$ cat src/rtl/pipelined_shifter_pkg.sv
// Shared types for the pipelined shifter: operation encodings.
// The 000/001/010 codes match the legacy 2-bit shifter.
package shifter_pkg;

  typedef enum logic [2:0] {
    SH_SRL  = 3'b000,
    SH_SLL  = 3'b001,
    SH_SRA  = 3'b010,
    SH_PASS = 3'b011,
    SH_ROR  = 3'b100,
    SH_ROL  = 3'b101
  } sh_type_e;

endpackage

$ cat src/rtl/pipelined_shifter_stage.sv
// One pipeline step: shift/rotate by 2^STAGE_K when en is set, else pass through.
// Rotates exist only when PIPELINED_SHIFTER_ROTATE_EN is defined.
module shifter_stage
  import shifter_pkg::*;
#(
  parameter int XLEN    = 32,
  parameter int STAGE_K = 0
) (
  input  logic [XLEN-1:0] din,
  input  logic            en,
  input  sh_type_e        typ,
  input  logic            sign,
  output logic [XLEN-1:0] dout
);

  localparam int AMT = 1 << STAGE_K;

  always_comb begin
    dout = din;
    if (en) begin
      case (typ)
        SH_SRL: dout = din >> AMT;
        SH_SLL: dout = din << AMT;
        SH_SRA: dout = {{AMT{sign}}, din[XLEN-1:AMT]};
`ifdef PIPELINED_SHIFTER_ROTATE_EN
        SH_ROR: dout = {din[AMT-1:0], din[XLEN-1:AMT]};
        SH_ROL: dout = {din[XLEN-AMT-1:0], din[XLEN-1:XLEN-AMT]};
`endif
        default: dout = din;
      endcase
    end
  end

endmodule

$ cat src/rtl/pipelined_shifter.sv
// Pipelined barrel shifter, one shamt bit per stage, with valid/ready and tag.
// Define PIPELINED_SHIFTER_ROTATE_EN to enable ROR/ROL; otherwise they pass.
module pipelined_shifter
  import shifter_pkg::*;
#(
  parameter  int XLEN    = 32,
  parameter  int TAG_W   = 5,
  localparam int SHAMT_W = $clog2(XLEN)
) (
  input  logic               clk,
  input  logic               rst,
  input  logic               flush,
  input  logic               in_valid,
  output logic               in_ready,
  input  logic [XLEN-1:0]    in_a,
  input  logic [SHAMT_W-1:0] in_shamt,
  input  logic [2:0]         in_type,
  input  logic [TAG_W-1:0]   in_tag,
  output logic               out_valid,
  input  logic               out_ready,
  output logic [XLEN-1:0]    out_r,
  output logic [TAG_W-1:0]   out_tag
);

  localparam int LAST = SHAMT_W - 1;

  // Payload width depends on XLEN/TAG_W, so the struct lives with the parameters.
  typedef struct packed {
    logic [XLEN-1:0]    data;
    logic [SHAMT_W-1:0] shamt;
    sh_type_e           typ;
    logic               sign;
    logic [TAG_W-1:0]   tag;
  } stage_t;

  stage_t          st  [SHAMT_W];
  logic            vld [SHAMT_W];
  logic [XLEN-1:0] res [SHAMT_W];
  logic            advance;

  assign advance   = !vld[LAST] || out_ready;
  assign in_ready  = advance;
  assign out_valid = vld[LAST];
  assign out_r     = st[LAST].data;
  assign out_tag   = st[LAST].tag;

  for (genvar k = 0; k < SHAMT_W; k++) begin : g_stage
    logic [XLEN-1:0] din;
    logic            en;
    sh_type_e        typ;
    logic            sign;

    // Stage 0 works directly on the request so S0 already holds the first step.
    if (k == 0) begin : g_first
      assign din  = in_a;
      assign en   = in_shamt[0];
      assign typ  = sh_type_e'(in_type);
      assign sign = in_a[XLEN-1];
    end else begin : g_rest
      assign din  = st[k-1].data;
      assign en   = st[k-1].shamt[k];
      assign typ  = st[k-1].typ;
      assign sign = st[k-1].sign;
    end

    shifter_stage #(
      .XLEN    (XLEN),
      .STAGE_K (k)
    ) u_stage (
      .din  (din),
      .en   (en),
      .typ  (typ),
      .sign (sign),
      .dout (res[k])
    );
  end

  always_ff @(posedge clk) begin
    if (rst) begin
      for (int unsigned k = 0; k < SHAMT_W; k++) begin
        vld[k] <= 1'b0;
        st[k]  <= '0;
      end
    end else if (flush) begin
      for (int unsigned k = 0; k < SHAMT_W; k++) vld[k] <= 1'b0;
    end else if (advance) begin
      vld[0] <= in_valid;
      st[0]  <= '{data: res[0], shamt: in_shamt, typ: sh_type_e'(in_type),
                  sign: in_a[XLEN-1], tag: in_tag};
      for (int unsigned k = 1; k < SHAMT_W; k++) begin
        vld[k] <= vld[k-1];
        st[k]  <= '{data: res[k], shamt: st[k-1].shamt, typ: st[k-1].typ,
                    sign: st[k-1].sign, tag: st[k-1].tag};
      end
    end
  end

endmodule

$ cat config.mk
export PLATFORM = sky130hd
export DESIGN_NAME = pipelined_shifter
export DESIGN_NICKNAME = d
export VERILOG_FILES = /design/src/rtl/pipelined_shifter_pkg.sv /design/src/rtl/pipelined_shifter_stage.sv /design/src/rtl/pipelined_shifter.sv
export SDC_FILE = /design/constraint.sdc
export NUM_CORES = 1
export LEC_CHECK = 0
export ABC_CLOCK_PERIOD_IN_PS = 14700
export BUFFER_PORTS_ARGS = -buffer_cell sky130_fd_sc_hd__buf_4
export CORE_UTILIZATION = 50
export DETAILED_ROUTE_END_ITERATION = 8
export PLACE_DENSITY_LB_ADDON = 0.1
export SETUP_SLACK_MARGIN = 0.2
export SYNTH_ARGS = -nofsm -noshare
export SYNTH_HDL_FRONTEND = slang
export SYNTH_SLANG_ARGS = --single-unit
$ cat constraint.sdc
create_clock -name clk -period 14.7 [get_ports clk]
set_input_delay 0 -clock clk [delete_from_list [all_inputs] [get_ports clk]]
set_output_delay 0 -clock clk [all_outputs]
set_load 0.02 [all_outputs]
==> flow_metrics.env <==
export IMPL_outcome="complete, no violations"
export IMPL_crit_buf_inv=3
export IMPL_netlist_cell_type_count=34
export IMPL_p_total_mw=1.48
export IMPL_chipHeight_um=146
export IMPL_drtIter0Drc=490
export IMPL_io_buffer_count=88
export IMPL_skew_ps=11.1
export IMPL_tightest_slew_ps=1390
export IMPL_row_count=52
export IMPL_gp_congestion=0.873
export IMPL_cts_max_level=1
export IMPL_clock_path_buffers=3
export IMPL_critical_path_arrival_ps=3290
export IMPL_ir_drop_uv=101
export IMPL_cts_tree="done"
export IMPL_cts_sinks=216
export IMPL_synth_nets=922
export IMPL_fin_nets=1013
export IMPL_cts_setup_buffers=0
export IMPL_grt_util_all_layers=0.202
export IMPL_grt_remaining_overflow=0
export IMPL_num_vias=7406
export IMPL_clk_pin_slew_worst_paths_ps=60
export IMPL_worstPathRequired_ps=14940
export IMPL_ys_seq_area_frac=0.628
export IMPL_drc=0
export IMPL_ys_top_cells_by_area="edfxtp_1 63%, a21oi_1 5.6%, o22ai_1 4.2%, a211oi_1 4.1%, and3_1 3.4%"
export IMPL_path_max_fanout=120
export IMPL_grt_pass1_wl_mm=35.1
export IMPL_die_w_um=146
export IMPL_ant_nets=0
export IMPL_clk_latency_ps=500
export IMPL_fin_crit_sh=0.207
export IMPL_slew_violations=0
export IMPL_synth_top_area_frac=0.628
export IMPL_dieArea_um2=21300
export IMPL_via_per_inst=5.93
export IMPL_worstSetupEndpointType="flop"
export IMPL_first_global_vias=7072
export IMPL_maxCapViolCount=0
export IMPL_hpwl_mm=14.8
export IMPL_max_slew_margin=0.0746
export IMPL_setup_viol=0
export IMPL_max_freq_ghz=0.328
export IMPL_drive_gt1_frac=0.160
export IMPL_hold_viol_final=0
export IMPL_path_delay_family="buffers and inverters"
export IMPL_start_kind="flop"
export IMPL_yosys_area_top_type="edfxtp_1"
export IMPL_crit_chain="nor2b_1 > inv_1 > nand2_4 > buf_4 > a211oi_1 > dlygate4sd3_1"
export IMPL_numCtsBuffers=23
export IMPL_firstDrtPassIters=6
export IMPL_cp_slowest_stage_delay_ps=900
export IMPL_power_density_nw_per_um2=119
export IMPL_core_um2=20200
export IMPL_syn_instance_count=872
export IMPL_wire_per_inst_um=17.4
export IMPL_critPathSlowestCell="buf_4"
export IMPL_wl_mm=21.7
export IMPL_ys_seq_elements=216
export IMPL_critical_path_class="flop to flop"
export IMPL_hold_path_class="input port to flop"
export IMPL_fin_setup_tns_ps=0
export IMPL_syn_area_um2=10300
export IMPL_period_minus_slack_ps=3050
export IMPL_leakagePower_nw=4.57
export IMPL_areaGrowthSynthToFinish_pct=19.6
export IMPL_antenna_found_initial=0
export IMPL_rsz0062_at_grt="false"
export IMPL_ios=89
export IMPL_cts_root_buf="clkbuf_16"
export IMPL_yosys_warnings=0
export IMPL_grt_max_degree=121
export IMPL_start_util=0.511
export IMPL_synth_area_per_cell_um2=11.9
export IMPL_antenna_cells=0
[logic make-up after synthesis]
kind of cell	Yosys count	share of synthesized area
compound gates	354	0.226
flops	216	0.628
simple gates	182	0.0984
buf+inv	120	0.0482
[registers in the layout, summed over array words and instances (netlist names)]
register,flops
vld,5
st,211
[worst paths after layout]
kind | startpoint | to | slack, ps | cells after the start
worst max-delay path | vld[0][4] | st[0][30] | 11650 | 6
worst min-delay path | in_type[0] | st[0][6] | 70 | 2
worst max register to register | vld[0][4] | st[0][30] | 11650 | 6
worst min register to register | st[2][0] | st[3][0] | 540 | 1
[what timing repair did]
action,CTS,global route
hold endpoints to repair,45,0
resized for setup,0,0
hold buffers,55,0
[routing by layer]
metal  share of wire  vias to the layer above  GRT usage
met5               0                        -          0
met3           0.046                       65     0.0282
met1            0.40                     3470      0.224
met4           0.042                        0      0.101
met2            0.51                      260      0.378
li1                -                     3611          -
[report_power, final]
group | switching, mW | internal [mW] | total [mW]
clock network | 0.221 | 0.339 | 0.560
logic | 0.0879 | 0.0666 | 0.155
registers | 0.0337 | 0.730 | 0.763
total | 0.342 | 1.14 | 1.48
[cell usage after synthesis, drive strengths merged]
cell / n
o21a: 1
nand2: 53
and2b: 3
a211oi: 56
a221oi: 32
nor3: 9
clkbuf: 62
or2: 1
o22ai: 70
buf: 24
o2bb2ai: 28
nand3: 1
or3: 1
a21o: 1
edfxtp: 216
nand2b: 9
o21ai: 35
o221a: 12
nor3b: 9
o21bai: 1
nor2b: 31
nor2: 4
inv: 34
and2: 4
a21oi: 116
a2111oi: 1
nand4b: 1
and3: 56
a21bo: 1
[final cells by class]
cell class                 count  area [µm²]
tap                          270         338
clock buffer                  26         587
clock inverter                15         154
timing repair buffer         152        1280
sequential                   216        6490
fill                        1632        7870
inverter                      34         128
multi-input combinational    536        3390
[stage by stage]
step                      instances  area (µm²)   util  hold slack, ps  setup slack, ps
after floorplan                 872       10300      -             223             3470
after global placement         1153       11100  0.547             307            12190
after detailed placement       1153       11100  0.547             309            12110
after CTS                      1249       12400  0.611            37.6            11720
after global routing           1249       12400  0.611            54.2            11450
final                          1249       12400  0.611            66.3            11650
[placed cells by master (no fill, tap or decap), drive strengths merged]
master	n
edfxtp	216
a21oi	116
buf	97
o22ai	70
and3	56
a211oi	56
dlygate4sd3	55
nand2	53
o21ai	35
inv	34
a221oi	32
nor2b	31
o2bb2ai	28
clkbuf	26
o221a	12
clkinv	10
nand2b	9
nor3	9
nor3b	9
and2	4
nor2	4
and2b	3
bufinv	3
clkinvlp	2
o21bai	1
a2111oi	1
nand3	1
o21a	1
or2	1
a21o	1
nand4b	1
a21bo	1
or3	1
No activity file was read; power rests on OpenSTA's default activity.
